File: src/rtl/mult_div_unit.sv
// Iterative 32x32 multiply (shift-add) and restoring divide with HI/LO; divide built only with MDU_DIV_EN.
// Latency: start at E0, HI/LO written and done pulsed at E33; MTHI/MTLO write on the accepting edge.
// Backpressure: busy while in flight, start ignored when busy; flush aborts with no HI/LO write.
module mult_div_unit #(
    parameter int DATA_W = 32
) (
    input  logic              clk,
    input  logic              rst_n,
    input  logic              start,
    input  logic [2:0]        op,
    input  logic              flush,
    input  logic [DATA_W-1:0] rs_val,
    input  logic [DATA_W-1:0] rt_val,
    output logic              busy,
    output logic              done,
    output logic              div_zero,
    output logic [DATA_W-1:0] hi,
    output logic [DATA_W-1:0] lo
);
    localparam logic [1:0] ST_IDLE = 2'd0;
    localparam logic [1:0] ST_ITER = 2'd1;
    localparam logic [1:0] ST_FIX  = 2'd2;

    localparam logic [2:0] OP_MULT  = 3'b000;
    localparam logic [2:0] OP_MULTU = 3'b001;
    localparam logic [2:0] OP_MTHI  = 3'b100;
    localparam logic [2:0] OP_MTLO  = 3'b101;
`ifdef MDU_DIV_EN
    localparam logic [2:0] OP_DIV   = 3'b010;
    localparam logic [2:0] OP_DIVU  = 3'b011;
`endif

    logic [1:0]          state;
    logic [4:0]          cnt;
    logic [DATA_W-1:0]   mcand;
    logic [2*DATA_W-1:0] acc;
    logic                neg_lo;

    logic                is_mul_op;
    logic                is_div_op;
    logic                is_signed;
    logic                a_neg;
    logic                b_neg;
    logic [DATA_W-1:0]   a_mag;
    logic [DATA_W-1:0]   b_mag;
    logic [DATA_W:0]     mul_sum;
    logic [2*DATA_W-1:0] mul_next;
    logic [2*DATA_W-1:0] prod_fix;

    assign is_mul_op = (op == OP_MULT) || (op == OP_MULTU);
`ifdef MDU_DIV_EN
    assign is_div_op = (op == OP_DIV) || (op == OP_DIVU);
`else
    assign is_div_op = 1'b0;
`endif
    assign is_signed = ~op[0];
    assign a_neg     = is_signed & rs_val[DATA_W-1];
    assign b_neg     = is_signed & rt_val[DATA_W-1];
    assign a_mag     = a_neg ? -rs_val : rs_val;
    assign b_mag     = b_neg ? -rt_val : rt_val;

    // Upper half accumulates the multiplicand; lower half shifts the multiplier out LSB-first.
    assign mul_sum  = {1'b0, acc[2*DATA_W-1:DATA_W]} + (acc[0] ? {1'b0, mcand} : '0);
    assign mul_next = {mul_sum, acc[DATA_W-1:1]};
    assign prod_fix = neg_lo ? -acc : acc;

    assign busy = (state != ST_IDLE);

`ifdef MDU_DIV_EN
    logic              is_div;
    logic              neg_hi;
    logic              dz_pend;
    logic [DATA_W-1:0] rem;
    logic [DATA_W:0]   rem_shift;
    logic [DATA_W:0]   rem_diff;
    logic              rem_ge;
    logic [DATA_W-1:0] rem_src;
    logic [DATA_W-1:0] div_hi;
    logic [DATA_W-1:0] div_lo;

    // Divisor sits in mcand; the dividend shifts out of acc's low half as quotient bits shift in.
    assign rem_shift = {rem, acc[DATA_W-1]};
    assign rem_diff  = rem_shift - {1'b0, mcand};
    assign rem_ge    = ~rem_diff[DATA_W];
    // A zero divisor freezes the datapath so acc still holds |A| for the HI result.
    assign rem_src   = dz_pend ? acc[DATA_W-1:0] : rem;
    assign div_hi    = neg_hi ? -rem_src : rem_src;
    assign div_lo    = dz_pend ? '1 : (neg_lo ? -acc[DATA_W-1:0] : acc[DATA_W-1:0]);
`else
    assign div_zero = 1'b0;
`endif

    always_ff @(posedge clk or negedge rst_n) begin
        if (!rst_n) begin
            state    <= ST_IDLE;
            cnt      <= '0;
            mcand    <= '0;
            acc      <= '0;
            neg_lo   <= 1'b0;
            done     <= 1'b0;
            hi       <= '0;
            lo       <= '0;
`ifdef MDU_DIV_EN
            is_div   <= 1'b0;
            neg_hi   <= 1'b0;
            dz_pend  <= 1'b0;
            rem      <= '0;
            div_zero <= 1'b0;
`endif
        end else begin
            done <= 1'b0;
            case (state)
                ST_IDLE: begin
                    if (start && !flush) begin
                        if (is_mul_op || is_div_op) begin
                            mcand  <= is_div_op ? b_mag : a_mag;
                            acc    <= {{DATA_W{1'b0}}, (is_div_op ? a_mag : b_mag)};
                            neg_lo <= a_neg ^ b_neg;
                            cnt    <= '0;
                            state  <= ST_ITER;
`ifdef MDU_DIV_EN
                            is_div  <= is_div_op;
                            neg_hi  <= a_neg;
                            dz_pend <= (rt_val == '0);
                            rem     <= '0;
`endif
                        end else if (op == OP_MTHI) begin
                            hi <= rs_val;
                        end else if (op == OP_MTLO) begin
                            lo <= rs_val;
                        end
                    end
                end
                ST_ITER: begin
                    if (flush) begin
                        state <= ST_IDLE;
                    end else begin
`ifdef MDU_DIV_EN
                        if (is_div) begin
                            if (!dz_pend) begin
                                rem <= rem_ge ? rem_diff[DATA_W-1:0] : rem_shift[DATA_W-1:0];
                                acc[DATA_W-1:0] <= {acc[DATA_W-2:0], rem_ge};
                            end
                        end else
`endif
                        acc <= mul_next;
                        if (cnt == 5'd31) begin
                            state <= ST_FIX;
                        end else begin
                            cnt <= cnt + 5'd1;
                        end
                    end
                end
                ST_FIX: begin
                    state <= ST_IDLE;
                    if (!flush) begin
                        done <= 1'b1;
`ifdef MDU_DIV_EN
                        if (is_div) begin
                            hi       <= div_hi;
                            lo       <= div_lo;
                            div_zero <= dz_pend;
                        end else begin
                            div_zero <= 1'b0;
`else
                        begin
`endif
                            hi <= prod_fix[2*DATA_W-1:DATA_W];
                            lo <= prod_fix[DATA_W-1:0];
                        end
                    end
                end
                default: state <= ST_IDLE;
            endcase
        end
    end

endmodule
File: config.mk
export PLATFORM = sky130hd
export DESIGN_NAME = mult_div_unit
export DESIGN_NICKNAME = d
export VERILOG_FILES = /design/src/rtl/mult_div_unit.sv
export SDC_FILE = /design/constraint.sdc
export NUM_CORES = 1
export LEC_CHECK = 0
export CAP_MARGIN = 10
export CORE_ASPECT_RATIO = 0.7
export CORE_UTILIZATION = 45
export DETAILED_ROUTE_END_ITERATION = 12
export PLACE_DENSITY = 0.67
export SKIP_LAST_GASP = 1
export SYNTH_ARGS = -nofsm -noshare
export SYNTH_HDL_FRONTEND = slang
export SYNTH_SLANG_ARGS = --single-unit
File: constraint.sdc
create_clock -name clk -period 5.9 [get_ports clk]
set_clock_uncertainty 0.2 [all_clocks]
set_input_delay 0.885 -clock clk [delete_from_list [all_inputs] [get_ports clk]]
set_output_delay 0.885 -clock clk [all_outputs]
set_load 0.01 [all_outputs]
==> results.toml <==
[global_route]
grt_max_degree = 73
grt_pass1_vias = 10100
grt_pass1_wl_mm = 60.6
antenna_found_initial = 1
grt_usage_pct = 30.1
gr-total-overflow = 0

[logic_synthesis]
syn-cell-area_um2 = 11600
seq_area_frac_synth_pct = 36.6
yosysMostFrequentCell = "dfrtp_1"
ys_ff_latch = 169
yosys_warnings = 0
netlist_instances = 1378
synth_edf_count = 0
ys_types = 68
yosysTopAreaCellShare_pct = 36.6
synth_common_cells = "dfrtp_1, nand2_1, o21ai_0, nor2_1, a21oi_1"
syn_area_per_cell_um2 = 8.40
yosys-top-cells-area = "dfrtp_1, o21ai_0, xor2_1"
synth_largest_area_cell = "dfrtp_1"
synth_nets = 1487
synthFlopType = "dfrtp_1"
async_flop_share_pct = 100

[clocking]
holdBufCountCts = 0
worstSkewPairLatency_ns = 0.45
clock-root-buffer = "clkbuf_16"
cts_setup_buffers = 0
cts.reportedPaths.clkPinSlew_ns = 0.07
cts.sinks = 169
post_cts_resized = 0
numCtsBuffers = 17
cts_tree = "done"
htreeDepth = 4
clockBufferDepth = 2

[finish]
nNetsFinal = 1580
drive_gt1_share_pct = 5.32
final_cells = 1809
syn_to_final_growth_pct = 19.2
antenna_cells = 0
final_util_pct = 55.4

[floorplanning]
rows = 48
die_w_um = 194
start_util_pct = 46.4
die_area_um2 = 26400
ioPinCount = 138
fp.dieH_um = 136
core_region_area_um2 = 24900

[detailed_routing]
wl_per_cell_um = 21.6
num_vias = 11200
drt_wl_total_mm = 39.0
final_antenna_net_count = 0
drc_errors = 0
drt_iter0_markers = 1416
firstDrtPassIters = 6
routed_via_density = 6.22

[setup_path]
path_class = "flip-flop to flip-flop"
cpMaxStageDelayCell = "dfrtp_1"
crit_path_frequent_cell = "o21ai_0"
setup.reg_to_reg.worst_slack_ns = 2.15
r2r_start = "acc[0]"
critical_path_arrival_ns = 3.91
worst_r2r_endpoint = "acc[63]"
endpoint_kind = "flip-flop"
start_kind = "flip-flop"
reg2reg_depth = 10
worst-path-max-fanout = 23
crit_chain = "buf_4 -> and2_1 -> ha_1 -> and4_1 -> nand2_1 -> nor4_1 -> o21ai_0 -> a31oi_1 -> a221oi_1 -> o21ai_0"
cp.required_ns = 6.07
slowest_delay_ns = 0.54

[power_and_ir_drop]
p_per_area_nw_per_um2 = 398
peakVddDrop_uv = 189
pwr-share-clk_pct = 21.1
p_switching_uw = 2290
comb_power_share_pct = 42.0
p_leak_uw = 0.00563
swShare_pct = 41.6
p_int_uw = 3200
seqPwrFrac_pct = 36.9

[timing]
holdWs_ns = 0.255
fmax_ghz = 0.267
finalCritPeriodShare_pct = 63.5
post-route-min-period_ns = 3.75
worstMarginPinSlew_ns = 1.01
slew_violations = 0
finalSetupViolations = 0
hold_viol = 0
tns_ns = 0
rsz0062_at_grt = "false"
maxSlewHeadroom_pct = 32.7

[place]
port_buffers = 136
routabilityCongestion = 0.988
detailed_place_hpwl_mm = 29.2
dp.cells = 1776

[hold_path]
hold_path.class = "input port to asynchronous set/reset pin"

[job]
maxCapViolations = 0

[status]
status = "finished clean"
cell type report:
type	instances	area, µm²
fill	2266	11100
multi-input combinational	1103	6970
sequential	169	4230
timing repair buffer	154	1500
clock buffer	21	480
tap	325	407
clock inverter	11	120
inverter	26	97.6
metal layers:
layer,wire length [µm],share of wire (%),track usage [%],vias to the layer above
met5,0,0,0,-
met1,18400,47,46.1,5410
met2,15800,40,41.6,621
li1,-,-,-,5178
met3,4350,11,7.62,34
met4,539,1.4,6.58,0
cell usage in the layout (no fill, tap or decap), types with 25 or more instances in the layout:
cell type,n
o21ai_0,149
nand2_1,162
ha_1,37
o31ai_1,48
xnor2_1,64
and2_1,33
inv_1,25
nor2_1,124
a21oi_1,84
clkdlybuf4s50_1,135
xor2_1,75
dfrtp_1,168
stage by stage:
stage / total power (µW) / instance area [µm²] / setup WS (ns)
detailed placement: 4280 / 13200 / 1.92
finish: 5490 / 13800 / 2.15
global placement: 4240 / 13200 / 1.95
global route: 5810 / 13800 / 2.00
floorplan: 3340 / 11600 / 2.75
CTS: 5450 / 13800 / 2.34
power by group through the flow:
| stage | Clock, µW | Sequential [µW] | Combinational, µW |
|---|---|---|---|
| after floorplan | 0 | 1860 | 1480 |
| after CTS | 1170 | 2010 | 2270 |
| after global routing | 1230 | 2060 | 2520 |
| final | 1160 | 2030 | 2300 |
| after global placement | 0 | 2020 | 2220 |
| after detailed placement | 0 | 2030 | 2250 |
cells by family (layout without fill, tap and decap cells):
family | count (synthesis) | count (layout) | share of synthesized area (%)
AO/OA/AOI/OAI | 432 | 432 | 23.6
XOR/XNOR | 139 | 139 | 10.5
adder cells (fa/ha/maj) | 38 | 38 | 4.17
buffers and inverters | 106 | 212 | 3.48
flip-flops | 169 | 169 | 36.6
multiplexers | 12 | 12 | 1.04
other | 1 | 1 | 0.0324
AND/OR/NAND/NOR | 481 | 481 | 20.6
registers in the layout, summed over array words and instances (netlist names):
register  flops
acc          64
hi           32
lo           32
mcand        32
cnt           5
state         2
done          1
neg_lo        1
critical path: cells and delay by family (launching register included):
family | cells | cell delay, ns
AND/OR/NAND/NOR | 4 | 1.08
adder cells (fa/ha/maj) | 1 | 0.43
flip-flops | 1 | 0.54
buffers and inverters | 1 | 0.30
AO/OA/AOI/OAI | 4 | 1.11
worst max-delay path by stage:
| stage | from | end | slack, ns | cells after the start |
|---|---|---|---|---|
| after global routing | acc[0] | acc[63] | 2.00 | 11 |
| after floorplan | acc[0] | acc[61] | 2.75 | 13 |
| final | acc[0] | acc[63] | 2.15 | 10 |
| after detailed placement | rs_val[5] | mcand[29] | 1.92 | 8 |
| after CTS | rs_val[5] | mcand[29] | 2.34 | 8 |
| after global placement | rs_val[5] | mcand[29] | 1.95 | 8 |
(Power assumes the default switching activity.)
